## src/rtl/ctl_seq_pkg.sv

```systemverilog
// Shared types and console mode codes for the control sequencer.
package ctl_seq_pkg;

  typedef enum logic [2:0] {
    ST_IDLE,
    ST_CON,
    ST_FETCH0,
    ST_EXEC,
    ST_INTC,
    ST_HALT
  } state_e;

  localparam logic [2:0] MODE_RUN    = 3'b000;
  localparam logic [2:0] MODE_WR_MEM = 3'b001;
  localparam logic [2:0] MODE_RD_MEM = 3'b010;
  localparam logic [2:0] MODE_RD_REG = 3'b011;
  localparam logic [2:0] MODE_WR_REG = 3'b100;

endpackage

```

## src/rtl/ctl_seq_if.sv

```systemverilog
// Console/decoder bundle between the sequencer (slave) and its surroundings (master).
interface ctl_seq_if #(
  parameter int NBEAT = 3,
  parameter int NREG  = 4,
  parameter int SWW   = 3
);
  localparam int RW = $clog2(NREG);

  logic [SWW-1:0]   sw;
  logic             start;
  logic             short_op;
  logic             long_op;
  logic             halt_req;
  logic             int_req;
  logic             ei;
  logic             di;

  logic [NBEAT-1:0] w;
  logic             st0;
  logic             stop;
  logic [RW-1:0]    reg_idx;
  logic             inta;
  logic             ie;
  logic [SWW-1:0]   mode;

  modport master (
    output sw, start, short_op, long_op, halt_req, int_req, ei, di,
    input  w, st0, stop, reg_idx, inta, ie, mode
  );

  modport slave (
    input  sw, start, short_op, long_op, halt_req, int_req, ei, di,
    output w, st0, stop, reg_idx, inta, ie, mode
  );
endinterface

```

## src/rtl/ctl_beat_gen.sv

```systemverilog
// One-hot beat ring: holds, advances one position, or restarts at W[1].
module ctl_beat_gen #(
  parameter int NBEAT = 3
) (
  input  logic             clk,
  input  logic             rst,
  input  logic             restart,
  input  logic             advance,
  output logic [NBEAT-1:0] w
);

  // NOTE: state registers use non-blocking assignments so every flop samples pre-edge values.
  always_ff @(posedge clk or posedge rst) begin
    if (rst)          w <= NBEAT'(1);
    else if (restart) w <= NBEAT'(1);
    else if (advance) w <= {w[NBEAT-2:0], w[NBEAT-1]};
  end

endmodule

```

## src/rtl/ctl_seq.sv

```systemverilog
// Instruction/console control sequencer: fetch, variable-length execute, interrupt cycle, halt, console steps.
module ctl_seq
  import ctl_seq_pkg::*;
#(
  parameter int NBEAT = 3,
  parameter int NREG  = 4,
  parameter int SWW   = 3
) (
  input logic    t3,
  input logic    clr,
  ctl_seq_if.slave bus
);

  localparam int RW      = $clog2(NREG);
  localparam bit LONG_OK = (NBEAT > 2);

  state_e           state, state_n;
  logic [NBEAT-1:0] w;
  logic             st0, ie, con_step, halt_seen;
  logic [SWW-1:0]   mode;
  logic [RW-1:0]    reg_idx;

  logic restart, advance, end_beat, halt_now, take_int;
  logic latch_mode, st0_set, con_go, con_done, intc_enter;
  logic mode_mem, mode_reg;

  function automatic logic sw_legal(input logic [SWW-1:0] s);
    return s == SWW'(MODE_RUN)    || s == SWW'(MODE_WR_MEM) ||
           s == SWW'(MODE_RD_MEM) || s == SWW'(MODE_RD_REG) ||
           s == SWW'(MODE_WR_REG);
  endfunction

  assign mode_mem = (mode == SWW'(MODE_WR_MEM)) || (mode == SWW'(MODE_RD_MEM));
  assign mode_reg = (mode == SWW'(MODE_RD_REG)) || (mode == SWW'(MODE_WR_REG));

  // SHORT is only honoured at W[1] and LONG only at W[2]; past W[2] the ring runs to W[NBEAT].
  assign end_beat = w[0] ? bus.short_op
                  : w[1] ? !(bus.long_op && LONG_OK)
                  :        w[NBEAT-1];
  assign halt_now = halt_seen | bus.halt_req;
  assign take_int = bus.int_req & ie;

  ctl_beat_gen #(.NBEAT(NBEAT)) u_beat (
    .clk     (t3),
    .rst     (clr),
    .restart (restart),
    .advance (advance),
    .w       (w)
  );

  always_ff @(posedge t3 or posedge clr) begin
    if (clr) state <= ST_IDLE;
    else     state <= state_n;
  end

  // NOTE: every output of this block gets a default first, so no path can infer a latch.
  always_comb begin
    state_n    = state;
    restart    = 1'b1;
    advance    = 1'b0;
    latch_mode = 1'b0;
    st0_set    = 1'b0;
    con_go     = 1'b0;
    con_done   = 1'b0;
    intc_enter = 1'b0;
    case (state)
      ST_IDLE: begin
        if (bus.start && sw_legal(bus.sw)) begin
          latch_mode = 1'b1;
          state_n    = (bus.sw == SWW'(MODE_RUN)) ? ST_FETCH0 : ST_CON;
        end
      end
      ST_CON: begin
        if (con_step)       con_done = 1'b1;
        else if (bus.start) con_go   = 1'b1;
      end
      ST_FETCH0: begin
        st0_set = 1'b1;
        state_n = ST_EXEC;
      end
      ST_EXEC: begin
        if (end_beat) begin
          if (halt_now) state_n = ST_HALT;
          else if (take_int) begin
            state_n    = ST_INTC;
            intc_enter = 1'b1;
          end
        end else begin
          restart = 1'b0;
          advance = 1'b1;
        end
      end
      ST_INTC: begin
        if (w[1]) state_n = ST_EXEC;
        else begin
          restart = 1'b0;
          advance = 1'b1;
        end
      end
      ST_HALT: begin
        if (bus.start) state_n = ST_EXEC;
      end
      default: state_n = ST_IDLE;
    endcase
  end

  always_ff @(posedge t3 or posedge clr) begin
    if (clr) begin
      mode      <= '0;
      st0       <= 1'b0;
      ie        <= 1'b0;
      con_step  <= 1'b0;
      halt_seen <= 1'b0;
      reg_idx   <= '0;
    end else begin
      if (latch_mode) mode <= bus.sw;
      if (st0_set || (con_done && mode_mem)) st0 <= 1'b1;
      if (con_go)        con_step <= 1'b1;
      else if (con_done) con_step <= 1'b0;
      if (con_done && mode_reg) reg_idx <= reg_idx + RW'(1);
      // Halt request is remembered across beats and dropped once the instruction ends.
      if (state == ST_EXEC) halt_seen <= end_beat ? 1'b0 : halt_now;
      // Entering the interrupt cycle and DI both beat a simultaneous EI.
      if (intc_enter || bus.di) ie <= 1'b0;
      else if (bus.ei)          ie <= 1'b1;
    end
  end

  assign bus.w       = w;
  assign bus.st0     = st0;
  assign bus.ie      = ie;
  assign bus.mode    = mode;
  assign bus.reg_idx = reg_idx;
  assign bus.inta    = (state == ST_INTC) && w[0];
  assign bus.stop    = (state == ST_IDLE) || (state == ST_HALT) ||
                       ((state == ST_CON) && !con_step);

endmodule

```

## src/flat_wrapper.sv

```systemverilog
// flat-port wrapper written by rule: the top's interface ports become plain ports
module ctl_seq_flat import ctl_seq_pkg::*;
#(
  parameter int NBEAT = 3,
  parameter int NREG  = 4,
  parameter int SWW   = 3
)
  (t3, clr, bus_sw, bus_start, bus_short_op, bus_long_op, bus_halt_req, bus_int_req, bus_ei, bus_di, bus_w, bus_st0, bus_stop, bus_reg_idx, bus_inta, bus_ie, bus_mode);
  ctl_seq_if #(.NBEAT(NBEAT), .NREG(NREG), .SWW(SWW)) bus_i ();
  input logic t3;
  input logic clr;
  input wire logic [$bits(bus_i.sw)-1:0] bus_sw;
  input wire logic [$bits(bus_i.start)-1:0] bus_start;
  input wire logic [$bits(bus_i.short_op)-1:0] bus_short_op;
  input wire logic [$bits(bus_i.long_op)-1:0] bus_long_op;
  input wire logic [$bits(bus_i.halt_req)-1:0] bus_halt_req;
  input wire logic [$bits(bus_i.int_req)-1:0] bus_int_req;
  input wire logic [$bits(bus_i.ei)-1:0] bus_ei;
  input wire logic [$bits(bus_i.di)-1:0] bus_di;
  output wire logic [$bits(bus_i.w)-1:0] bus_w;
  output wire logic [$bits(bus_i.st0)-1:0] bus_st0;
  output wire logic [$bits(bus_i.stop)-1:0] bus_stop;
  output wire logic [$bits(bus_i.reg_idx)-1:0] bus_reg_idx;
  output wire logic [$bits(bus_i.inta)-1:0] bus_inta;
  output wire logic [$bits(bus_i.ie)-1:0] bus_ie;
  output wire logic [$bits(bus_i.mode)-1:0] bus_mode;
  assign bus_i.sw = bus_sw;
  assign bus_i.start = bus_start;
  assign bus_i.short_op = bus_short_op;
  assign bus_i.long_op = bus_long_op;
  assign bus_i.halt_req = bus_halt_req;
  assign bus_i.int_req = bus_int_req;
  assign bus_i.ei = bus_ei;
  assign bus_i.di = bus_di;
  assign bus_w = bus_i.w;
  assign bus_st0 = bus_i.st0;
  assign bus_stop = bus_i.stop;
  assign bus_reg_idx = bus_i.reg_idx;
  assign bus_inta = bus_i.inta;
  assign bus_ie = bus_i.ie;
  assign bus_mode = bus_i.mode;
  ctl_seq #(.NBEAT(NBEAT), .NREG(NREG), .SWW(SWW)) u_core (.t3(t3), .clr(clr), .bus(bus_i));
endmodule
```

## config.mk

```make
export PLATFORM = sky130hd
export DESIGN_NAME = ctl_seq_flat
export DESIGN_NICKNAME = d
export VERILOG_FILES = /design/src/rtl/ctl_seq_pkg.sv /design/src/rtl/ctl_seq_if.sv /design/src/rtl/ctl_beat_gen.sv /design/src/rtl/ctl_seq.sv /design/src/flat_wrapper.sv
export SDC_FILE = /design/constraint.sdc
export NUM_CORES = 1
export LEC_CHECK = 0
export BUFFER_PORTS_ARGS = -buffer_cell sky130_fd_sc_hd__buf_4
export CAP_MARGIN = 20
export CORE_ASPECT_RATIO = 1.25
export CORE_MARGIN = 3
export CORE_UTILIZATION = 50
export CTS_BUF_LIST = sky130_fd_sc_hd__clkbuf_8
export CTS_CLUSTER_SIZE = 28
export DETAILED_ROUTE_END_ITERATION = 7
export GPL_TIMING_DRIVEN = 1
export PLACE_DENSITY = 0.88
export SLEW_MARGIN = 20
export SYNTH_ARGS = -nofsm -noshare
export SYNTH_HDL_FRONTEND = slang
export SYNTH_SLANG_ARGS = --single-unit
```

## constraint.sdc

```tcl
create_clock -name t3 -period 1.52 [get_ports t3]
set_input_delay 0.304 -clock t3 [delete_from_list [all_inputs] [get_ports t3]]
set_output_delay 0.304 -clock t3 [all_outputs]
set_load 0.01 [all_outputs]
```

* Yosys cells after proc, flatten, opt, wreduce, memory -nomap -nowiden
Index checks and enable logic that the tools add are counted.
** Operators by class
- Add/sub/neg operators :: 1
- Equality and inequality tests :: 18
- Multiplexer cells :: 35
- Bitwise gates (word level) :: 3
- Reduce and logical (&&, ||, !) cells :: 23
** Operators by type and width (count)
- $mux W3 :: 8
- $mux W1 :: 23
- $eq A3 B2 Y1 const B :: 6
- $pmux W3 S6 :: 1
- $eq A3 B3 Y1 const B :: 4
- $logic_or A1 B1 Y1 :: 10
- $eq A3 B1 Y1 const B :: 3
- $logic_not A3 Y1 :: 2
- $reduce_and A6 Y1 :: 1
- $reduce_bool A2 Y1 :: 3
- $logic_and A1 B1 Y1 :: 5
- $ne A2 B1 Y1 const B :: 2
- $ne A2 B2 Y1 const B :: 2
- $pmux W1 S2 :: 2
- $ne A3 B1 Y1 const B :: 1
- $add A2 B1 Y2 const B :: 1
- $logic_not A1 Y1 :: 2
- $mux W2 :: 1
- $and A1 B1 Y1 :: 1
- $not A1 Y1 :: 1
- $or A1 B1 Y1 :: 1
** Storage, ports and cells
- Bits in registers :: 15
- Input bits :: 12
- Output and inout bits :: 12
- Word-level logic and storage cells :: 88

* Longest topological paths before layout
Gate-level depths: netlist of run 1.
- Depth in word-level cells :: 8
- Gate-level depth with buffers :: 5
- Mapped depth without buffers :: 4

* Hierarchy
From an unflattened synthesis of run 1, not the netlist that was laid out.
** Second synthesis, totals
- Cells, all modules :: 86
- Area total of the unflattened synthesis :: 845.8 µm²
** By module, submodules not included
- ctl_seq :: instances 1, cells each 76, area an instance 723.2 µm², sequential area each 300.3 µm²
- ctl_beat_gen :: instances 1, cells each 10, area an instance 122.6 µm², sequential area each 76.3 µm²

* Least setup slack after synthesis of run 1
No wires, ideal clock.
- Path type :: register to output
- Start :: register u_core.state[0]
- End :: output port bus_stop
- Arrival time :: 1.036 ns
- Data required time :: 1.216 ns
- Path slack :: 0.180 ns
- Cell stages (with the launch flop) :: 4
- Path buffers :: 1
- Cells stage by stage :: dfrtp_1 buf_6 and2b_1 a211oi_1
** On the way
- Cells in the longest elaborated chain, start to end :: 3
- Elaborated cells between the ends (all ways) :: 6
- Those cells by class :: eq/ne (2); reduce/logical (4)
** Ends and longest elaborated chain
- from (decl) :: line ctl_seq.sv:17 : state_e state, state_n;
- from (signal assigned) :: line ctl_seq.sv:53 : else state <= state_n;
- $eq A3 B3 Y1, or another cell as far along :: line ctl_seq.sv:135 : assign bus.stop = (state == ST_IDLE) || (state == ST_HALT) ||
- $logic_or A1 B1 Y1 / $logic_and A1 B1 Y1 (equally long branches) :: line ctl_seq.sv:135, ctl_seq.sv:136
- $logic_or A1 B1 Y1 (*) :: line ctl_seq.sv:135
- to (decl) :: line flat_wrapper.sv:22 : output wire logic [$bits(bus_i.stop)-1:0] bus_stop;
Mark *: on every way between the ends. The rest lies on a longest branch, timed or not.

* Worst setup path in the final report of run 1
Ends and elaborated chain as after synthesis.

==> results by group, run 1 <==
Floorplan
  • DIE AREA: approximately 0.0022 sq mm
  • Die Wd: between 40 and 50 um
  • Core area: about 0.0015 sq mm
  • Num rows: 15
  • Die Ht: approximately 50 um
  • Initial core utilization: 0.558
  • # IOs: 24

Yosys
  • Synth unique cells: 33
  • Cell Area, Synth: between 800 and 900 sq um
  • Syn. warnings: 0
  • Sequential share of the synthesized area: 0.461
  • Synthesized flop and latch total: 15
  • Ys flop type: dfrtp_1
  • Mapped Cells: 82
  • Post-synth EDFFs: 0
  • Ys async rst share: 1.00
  • Mapped Nets: 94
  • Syn_area_per_cell: 9.96 sq um

STA
  • TNS Setup: 0 ns
  • Final period utilization: 0.991
  • Worst-margin pin slew: approximately 0.57 ns
  • Slew HR: 0.619
  • # setup viols final: 0
  • RSZ-0062 raised after global routing: true
  • Min Tclk post-route: roughly 1.5 ns
  • Highest clock rate: approximately 660 MHz
  • Post-route clock skew: 0.00169 ns
  • Max-slew violations: 0
  • Final setup margin: roughly 0.013 ns
  • Fin. Hold Viols: 0

Detailed routing
  • Drt total wl: 1910 um
  • Initial DRT Pass Iterations: 4
  • Final ANT Viol Nets: 0
  • Remaining DRCs: 0
  • Via count: 743
  • DR vias/cell: around 5.7
  • Drt wl/cell: ~15 um
  • First DRT Iteration DRCs: 12

Setup path
  • CP Class: flip-flop to output port
  • CP Capture Type: output port
  • Worst R2R Setup Slack: ~0.080 ns
  • Reg-to-reg endpoint: u_core.state[1]$_DFFE_PP0P_
  • Worst EP arrival: around 1.2 ns
  • Critical Path RT: about 1.2 ns
  • FF-to-FF path depth: 5
  • RR Startpoint: u_core.state[0]$_DFFE_PP0P_
  • Startpoint Class: flip-flop
  • Crit Path Max Fanout: 3

Global route
  • Grt ovf: 0
  • Largest net degree at the start of global routing: 16
  • Vias in the first global route: ~720
  • First-pass GRT wire length: 3190 um
  • GRT Total Usage: 0.197
  • Antenna violations before repair: 0

Run status
  • Status: completed

Pwr
  • Leak pwr: ~0.53 nW
  • Peak VDD IR: 0.937 mV
  • Cell Pwr Density: between 1000 and 1500 mW/mm^2

Finish
  • Final core occ: 0.753
  • Layout cells sized above 1: 0.430
  • Area delta synth->final: 34.9%
  • Ant. Diodes: 0
  • Net count, final: 127

Placed design
  • Port Buf Inserts: 23
  • Placer Congestion: 0.810
  • DP Wirelength: 1370 um
  • DP Worst Slack: ~0.12 ns

Hold path
  • Hold/Removal Path Class: input port to asynchronous set/reset pin

CTS
  • Cts hold-fix bufs: 0
  • Reg clk slew, reported paths: 0.06 ns
  • Clock sinks: 15
  • Clk root buf: clkbuf_8
  • CTS Buffer Depth: 2
  • Worst-Skew Late Latency: roughly 0.25 ns
  • CTS tree: yes
  • Htree depth: 1
  • Cts bufs inserted: 3

Flow run
  • Max-Cap Viols: 0
==> cell families after synthesis <==
group / after synthesis / synth area share
AOI/OAI and AO/OA: 18 / 0.168
xor gates and xnor gates: 3 / 0.0322
buffers and inverters: 4 / 0.0322
DFF: 15 / 0.461
muxes: 4 / 0.0597
and+or+nand+nor: 38 / 0.247
==> cell usage in the layout, fill, tap and decap left out, types with 2 or more instances in the layout <==
cell / count
dfrtp_1: 11
clkbuf_8: 3
nand2_1: 9
nor2_1: 8
nor2b_1: 2
xnor2_1: 3
inv_1: 3
and2_1: 3
nor3_1: 2
o21ai_0: 5
nand3_1: 3
buf_4: 30
nand4_1: 2
dfrtp_2: 3
a31oi_1: 2
nand2b_1: 2
mux2_2: 3
==> final cells by class <==
class                      count  area [sq um]
multi-input combinational     63           423
sequential                    15           380
fill                         101           362
timing repair buffer          30           225
clock buffer                   3          41.3
tap                           17          21.3
inverter                       2          7.51
clock inverter                 1          3.75
==> Yosys cell counts, types with 2 or more instances <==
master	n	area, sq um
nand3_1	3	15.0
nand4_1	2	12.5
inv_1	2	7.51
nand2_1	9	33.8
nor2b_1	3	18.8
and2_1	3	18.8
xnor2_1	3	26.3
o21ai_0	5	25.0
mux2_2	3	33.8
a211oi_1	2	15.0
nor2_1	8	30.0
nand2b_1	2	12.5
a31oi_1	2	12.5
and2b_1	2	15.0
nor3_1	2	10.0
dfrtp_1	14	350
==> per-stage QoR <==
stage / cells / area, sq um / hold slack [ns] / power [W]
6_report: 131 / 1100 / 0.113 / 0.00116
3_3_place_gp: 123 / 1010 / 0.399 / 0.000826
4_1_cts: 129 / 1080 / 0.139 / 0.00116
2_1_floorplan: 82 / 817 / 0.205 / 0.000686
3_5_place_dp: 123 / 1010 / 0.405 / 0.000845
5_1_grt: 131 / 1100 / 0.140 / 0.00123
==> report_power, final <==
part	internal [W]	switching (W)
Combinational	0.000178	0.000129
Sequential	0.000466	0.0000674
Clock	0.000179	0.000137
==> metal layers <==
layer,share of wire,vias to the layer above,global-route usage
met5,0,-,0
met4,0.025,0,0.124
met3,0.032,5,0.0246
met2,0.52,13,0.322
met1,0.42,372,0.243
li1,-,353,-
==> critical path, cell delays in order (launching register included) <==
cell      delay (ns)
dfrtp_2         0.41
and2b_2         0.22
a211oi_2        0.18
buf_4           0.15
==> how the worst max path moves through the flow <==
stage	startpoint	endpoint	slack, ns	cells after the start
floorplan	u_core.state[0]$_DFFE_PP0P_	bus_stop	0.18	3
global placement	u_core.state[0]$_DFFE_PP0P_	bus_stop	0.14	3
detailed placement	u_core.state[0]$_DFFE_PP0P_	bus_stop	0.12	3
CTS	u_core.state[0]$_DFFE_PP0P_	bus_stop	-0.007	3
global route	u_core.state[0]$_DFFE_PP0P_	bus_stop	-0.06	3
finish	u_core.state[0]$_DFFE_PP0P_	bus_stop	0.01	3
==> what timing repair did <==
action                                 4_1_cts  5_1_grt
endpoints found under the hold margin        0        0
pin swaps                                    0        1
setup endpoints to repair                    2        2
setup buffers                                2        2
gates resized for setup                      4        2
(Power assumes the default switching activity.)
==> run 2, diff against run 1 <==
CORE_UTILIZATION = 49   (was 50)
CTS_BUF_LIST = sky130_fd_sc_hd__clkbuf_16   (was sky130_fd_sc_hd__clkbuf_8)
PLACE_DENSITY = 0.86   (was 0.88)
REMOVE_ABC_BUFFERS = 1   (was unset)
==> results by group, run 2 (same netlist as run 1, synthesis figures left out) <==
Global route
  • Vias in the first global route: roughly 760
  • Largest net degree at the start of global routing: 16
  • GRT Total Usage: 0.212
  • Antenna violations before repair: 0
  • Grt ovf: 0
  • First-pass GRT wire length: 3460 um

Detailed routing
  • Via count: approximately 760
  • DR vias/cell: between 5 and 6
  • First DRT Iteration DRCs: 16
  • Initial DRT Pass Iterations: 4
  • Final ANT Viol Nets: 0
  • Drt wl/cell: roughly 16 um
  • Remaining DRCs: 0
  • Drt total wl: approximately 2100 um

STA
  • # setup viols final: 1
  • Final period utilization: 1.01
  • WHS: about 0.12 ns
  • Max-slew violations: 0
  • Slew HR: 0.612
  • TNS Setup: -0.0196 ns
  • Min Tclk post-route: about 1.5 ns
  • Fin. Hold Viols: 0
  • Post-route clock skew: around 0.00056 ns
  • Highest clock rate: 650 MHz
  • RSZ-0062 raised after global routing: true
  • Final setup margin: -0.0196 ns
  • Worst-margin pin slew: around 0.58 ns

CTS
  • Reg clk slew, reported paths: ~0.05 ns
  • CTS Buffer Depth: 2
  • Cts bufs inserted: 3
  • Clock sinks: 15
  • Clk root buf: clkbuf_16
  • Cts hold-fix bufs: 0
  • Worst-Skew Late Latency: 0.25 ns
  • CTS tree: yes
  • Htree depth: 1

Setup path
  • Startpoint Class: flip-flop
  • CP Capture Type: output port
  • CP Launch Point: u_core.state[0]$_DFFE_PP0P_
  • CP Class: flip-flop to output port
  • Crit-path slowest cell: dfrtp_2
  • Critical Path RT: 1.22 ns
  • Crit Path Max Fanout: 4
  • Worst R2R Setup Slack: roughly 0.030 ns
  • Critical Path Sink: bus_stop
  • Reg-to-reg endpoint: u_core.state[1]$_DFFE_PP0P_
  • Critical Path Max Stage Delay: 0.42 ns
  • CP cell instances: and2b_2, a211oi_2, buf_4
  • FF-to-FF path depth: 5
  • Worst EP arrival: 1.24 ns
  • RR Startpoint: u_core.state[0]$_DFFE_PP0P_

Floorplan
  • Die Wd: 42.5 um
  • Die Ht: 51.7 um
  • Num rows: 15
  • Initial core utilization: 0.558
  • Core area: 0.00146 sq mm
  • DIE AREA: between 0.002 and 0.0025 sq mm
  • # IOs: 24

Finish
  • Net count, final: around 130
  • Ant. Diodes: 0
  • Final core occ: 0.785
  • Area delta synth->final: 40.7%
  • Layout cells sized above 1: 0.447
  • Most frequent cells in the layout: 29 x buf_4, 12 x dfrtp_1, 9 x nand2_1
  • Commonest non-fill, non-tap cell in the layout: buf_4
  • Multi-input gate area: between 400 and 500 sq um
  • Sequential cell area: 379 sq um
  • Layout filler cell count: approximately 110

Pwr
  • Cell Pwr Density: 1190 mW/mm^2
  • Peak VDD IR: ~1.3 mV
  • Leak pwr: 0.540 nW

Placed design
  • Placer Congestion: between 0.7 and 0.8
  • DP Worst Slack: 0.131 ns
  • DP Wirelength: about 1300 um
  • Port Buf Inserts: 23

Flow run
  • Max-Cap Viols: 0

Hold path
  • Hold/Removal Path Class: input port to asynchronous set/reset pin

Run status
  • Status: finished with violations
  • Failing checks: negative setup slack
==> run 2: final cells by class <==
type / instances / area share
Multi-Input combinational cell: 63 / 0.378
Sequential cell: 15 / 0.330
Timing Repair Buffer: 30 / 0.199
Clock buffer: 3 / 0.0653
Tap cell: 17 / 0.0185
Inverter: 2 / 0.00653
Clock inverter: 1 / 0.00326
==> run 2: worst min-delay path by stage <==
stage,start,endpoint,slack (ns)
floorplan,clr,u_core.bus.ie$_DFFE_PP0P_,0.20
global placement,clr,u_core.bus.reg_idx[1]$_DFFE_PP0P_,0.40
detailed placement,clr,u_core.bus.reg_idx[1]$_DFFE_PP0P_,0.40
CTS,clr,u_core.bus.ie$_DFFE_PP0P_,0.13
global route,clr,u_core.con_step$_DFFE_PP0P_,0.16
finish,clr,u_core.con_step$_DFFE_PP0P_,0.12
==> run 2: critical path: cells and delay by family, from the launching register on <==
kind	cells	cell delay, ns
buffers and inverters	1	0.15
AND/OR/NAND/NOR	1	0.23
AO/OA/AOI/OAI	1	0.19
flip-flops	1	0.42
==> run 2: metrics by stage <==
| stage | total power, W | cells | area (sq um) |
|---|---|---|---|
| 3_5_place_dp | 0.000841 | 122 | 1010 |
| 4_1_cts | 0.00136 | 132 | 1150 |
| 6_report | 0.00136 | 131 | 1150 |
| 2_1_floorplan | 0.000684 | 80 | 798 |
| 5_1_grt | 0.00142 | 131 | 1150 |
| 3_3_place_gp | 0.000828 | 122 | 1010 |
==> run 2: where the power goes <==
part / switching, W / internal (W) / leakage, nW
Sequential: 0.0000690 / 0.000467 / 0.184
Combinational: 0.000135 / 0.000181 / 0.313
Clock: 0.000164 / 0.000349 / 0.0423
Total: 0.000367 / 0.000996 / 0.540
==> run 2: what timing repair did <==
action,CTS,global route
hold endpoints to repair,0,0
buffers inserted,6,0
gates resized for setup,6,3
pin swaps,1,2
cloned,0,0
setup endpoints to repair,2,3
==> run 2: per-layer routing <==
| metal | share of wire | global-route usage |
|---|---|---|
| met1 | 0.40 | 0.247 |
| met2 | 0.54 | 0.360 |
| met3 | 0.051 | 0.0484 |
| met4 | 0.016 | 0.109 |
| met5 | 0 | 0 |
==> run 3, diff against run 2 <==
CORE_UTILIZATION = 50   (was 49)
PLACE_DENSITY = 0.87   (was 0.86)
SYNTH_HIERARCHICAL = 1   (was unset)
==> results by group, run 3 <==
Placed design
  • DP Wirelength: 1470 um
  • Placed instance area: about 0.0011 sq mm
  • Inst Count DP: about 130
  • Port Buf Inserts: 23
  • Placer Congestion: slightly above 0.8

Global route
  • First-pass GRT wire length: 3550 um
  • Grt ovf: 0
  • Antenna violations before repair: 0
  • Largest net degree at the start of global routing: 14
  • Vias in the first global route: 810
  • GRT Total Usage: 0.219

Setup path
  • Critical Path Max Stage Delay: 0.39 ns
  • CP cell instances: buf_4, a21o_1, a21oi_2, buf_4
  • Reg-to-reg endpoint: u_core/state[0]$_DFFE_PP0P_
  • Critical Path RT: between 1 and 1.5 ns
  • CP Capture Type: output port
  • CP Class: flip-flop to output port
  • Startpoint Class: flip-flop
  • Worst R2R Setup Slack: approximately 0.010 ns
  • Cell mode on critical path: buf_4
  • Crit Path Max Fanout: 13
  • RR Startpoint: u_core/state[1]$_DFFE_PP0P_
  • Worst EP arrival: roughly 1.3 ns
  • Crit-path slowest cell: dfrtp_1
  • FF-to-FF path depth: 5

STA
  • RSZ-0062 raised after global routing: true
  • Final period utilization: 1.02
  • Final setup margin: -0.0368 ns
  • Max-slew violations: 0
  • Slew HR: 0.691
  • # setup viols final: 1
  • Fin. Hold Viols: 0
  • Min Tclk post-route: ~1.6 ns
  • Highest clock rate: roughly 640 MHz
  • Worst-margin pin slew: between 0.4 and 0.5 ns
  • Post-route clock skew: ~0.0049 ns

Yosys
  • Ys flop type: dfrtp_1
  • Syn_area_per_cell: a little under 10 sq um
  • Synth top area cells: dfrtp_1 41%, nor2_1 5.3%, mux2_2 4.0%
  • Mapped Cells: 86
  • Sequential share of the synthesized area: 0.445
  • Post-synth top area share: 0.414
  • Cell Area, Synth: between 800 and 900 sq um
  • Synth unique cells: 38
  • Commonest cells in the netlist: 14 x dfrtp_1, 12 x nor2_1, 7 x nand2_1, 4 x inv_1
  • Post-synth EDFFs: 0
  • Ys async rst share: 1.00
  • Count leader, synth: dfrtp_1
  • Cell taking the most area after synthesis: dfrtp_1
  • Syn. warnings: 6
  • Synthesized flop and latch total: 15

CTS
  • CTS Buffer Depth: 2
  • CTS tree: yes
  • Reg clk slew, reported paths: approximately 0.05 ns
  • Clk root buf: clkbuf_16
  • Worst-Skew Late Latency: 0.25 ns
  • Clock sinks: 15
  • Htree depth: 1
  • Cts bufs inserted: 3

Detailed routing
  • First DRT Iteration DRCs: 13
  • Drt total wl: 2160 um
  • DR vias/cell: 6.01
  • Drt wl/cell: roughly 16 um
  • Via count: about 800
  • Initial DRT Pass Iterations: 4
  • Final ANT Viol Nets: 0
  • Remaining DRCs: 0

Run status
  • Failing checks: negative setup slack
  • Status: finished with violations

Pwr
  • Cell Pwr Density: ~1900 mW/mm^2
  • Peak VDD IR: approximately 1.2 mV
  • Overall Power: ~0.0022 W
  • Leak pwr: around 0.57 nW

Floorplan
  • Die Ht: ~52 um
  • Num rows: 16
  • # IOs: 24
  • Core area: 0.00158 sq mm
  • Die Wd: between 40 and 50 um
  • DIE AREA: approximately 0.0022 sq mm
  • Initial core utilization: 0.535

Finish
  • Final core occ: 0.747
  • Area delta synth->final: 39.6%
  • Design Area, Final: 0.00118 sq mm
  • Net count, final: roughly 130
  • Commonest non-fill, non-tap cell in the layout: buf_4
  • Most frequent cells in the layout: 30 x buf_4, 13 x dfrtp_1, 12 x nor2_1
  • Layout cells sized above 1: 0.395
  • Ant. Diodes: 0
  • Cell Count, Final, Fillers Out: about 140

Hold path
  • Hold Crit Depth: 2
  • Worst min-delay path startpoint: bus_di
  • Hold EP: u_core/bus.ie$_DFFE_PP0P_
  • Hold/Removal Path Class: input port to flip-flop

Flow run
  • Max-Cap Viols: 0
[run 3: logic make-up (layout without fill, tap and decap cells)]
| logic type | after synthesis | in the layout | synth area share |
|---|---|---|---|
| AO/OA/AOI/OAI | 20 | 20 | 0.161 |
| multiplexers | 6 | 6 | 0.0754 |
| AND/OR/NAND/NOR | 35 | 35 | 0.237 |
| XOR/XNOR | 3 | 3 | 0.0311 |
| flip-flops | 15 | 15 | 0.445 |
| buffers and inverters | 7 | 40 | 0.0503 |
[run 3: report_power, final]
part           switching [W]  total (W)  internal, W
logic               0.000494    0.00104     0.000545
registers           0.000155   0.000697     0.000542
clock network       0.000159   0.000510     0.000351
[run 3: per-layer routing]
metal | up-vias | GRT usage | wire length (um)
met5 | - | 0 | 0
met4 | 0 | 0.140 | 91
met3 | 12 | 0.0311 | 162
met2 | 46 | 0.393 | 1120
met1 | 391 | 0.237 | 782
li1 | 375 | - | -
[run 3: through the flow]
stage | hold slack [ns] | setup WS (ns) | TNS (ns)
floorplan | 0.0569 | -0.0673 | -0.0823
global placement | 0.186 | 0.0262 | 0
detailed placement | 0.188 | -0.0415 | -0.0415
CTS | 0.212 | -0.0179 | -0.0179
global route | 0.220 | -0.0508 | -0.0596
finish | 0.213 | -0.0368 | -0.0368
[run 3: cell type report]
type	instances	area, sq um
Inverter	4	15.0
Clock buffer	3	75.1
Fill cell	110	400
Clock inverter	1	5.00
Timing Repair Buffer	32	246
Tap cell	18	22.5
Multi-Input combinational cell	64	439
Sequential cell	15	378
[run 3: timing repair]
| action | in CTS | in global routing |
|---|---|---|
| pin swaps | 1 | 0 |
| gates cloned | 0 | 0 |
| resized for setup | 5 | 2 |
| setup endpoints to repair | 3 | 5 |
| hold buffers | 1 | 0 |
| buffers inserted | 1 | 2 |
| hold endpoints to repair | 2 | 0 |
[run 3: critical path, delay by kind of cell, from the launching register on]
| kind | cells | cell delay (ns) |
|---|---|---|
| flops | 1 | 0.39 |
| buf+inv | 2 | 0.33 |
| compound gates | 2 | 0.29 |
[run 3: how the worst max path moves through the flow]
stage,endpoint,cells past startpoint,startpoint
detailed placement,u_core/u_beat/w[0]$_DFFE_PP1P_,5,u_core/state[0]$_DFFE_PP0P_
finish,bus_stop,4,u_core/state[1]$_DFFE_PP0P_
global placement,u_core/u_beat/w[0]$_DFFE_PP1P_,6,bus_long_op
global route,bus_stop,5,u_core/state[0]$_DFFE_PP0P_
floorplan,u_core/u_beat/w[0]$_DFFE_PP1P_,5,u_core/u_beat/w[1]$_DFFE_PP0P_
CTS,bus_stop,5,u_core/state[0]$_DFFE_PP0P_
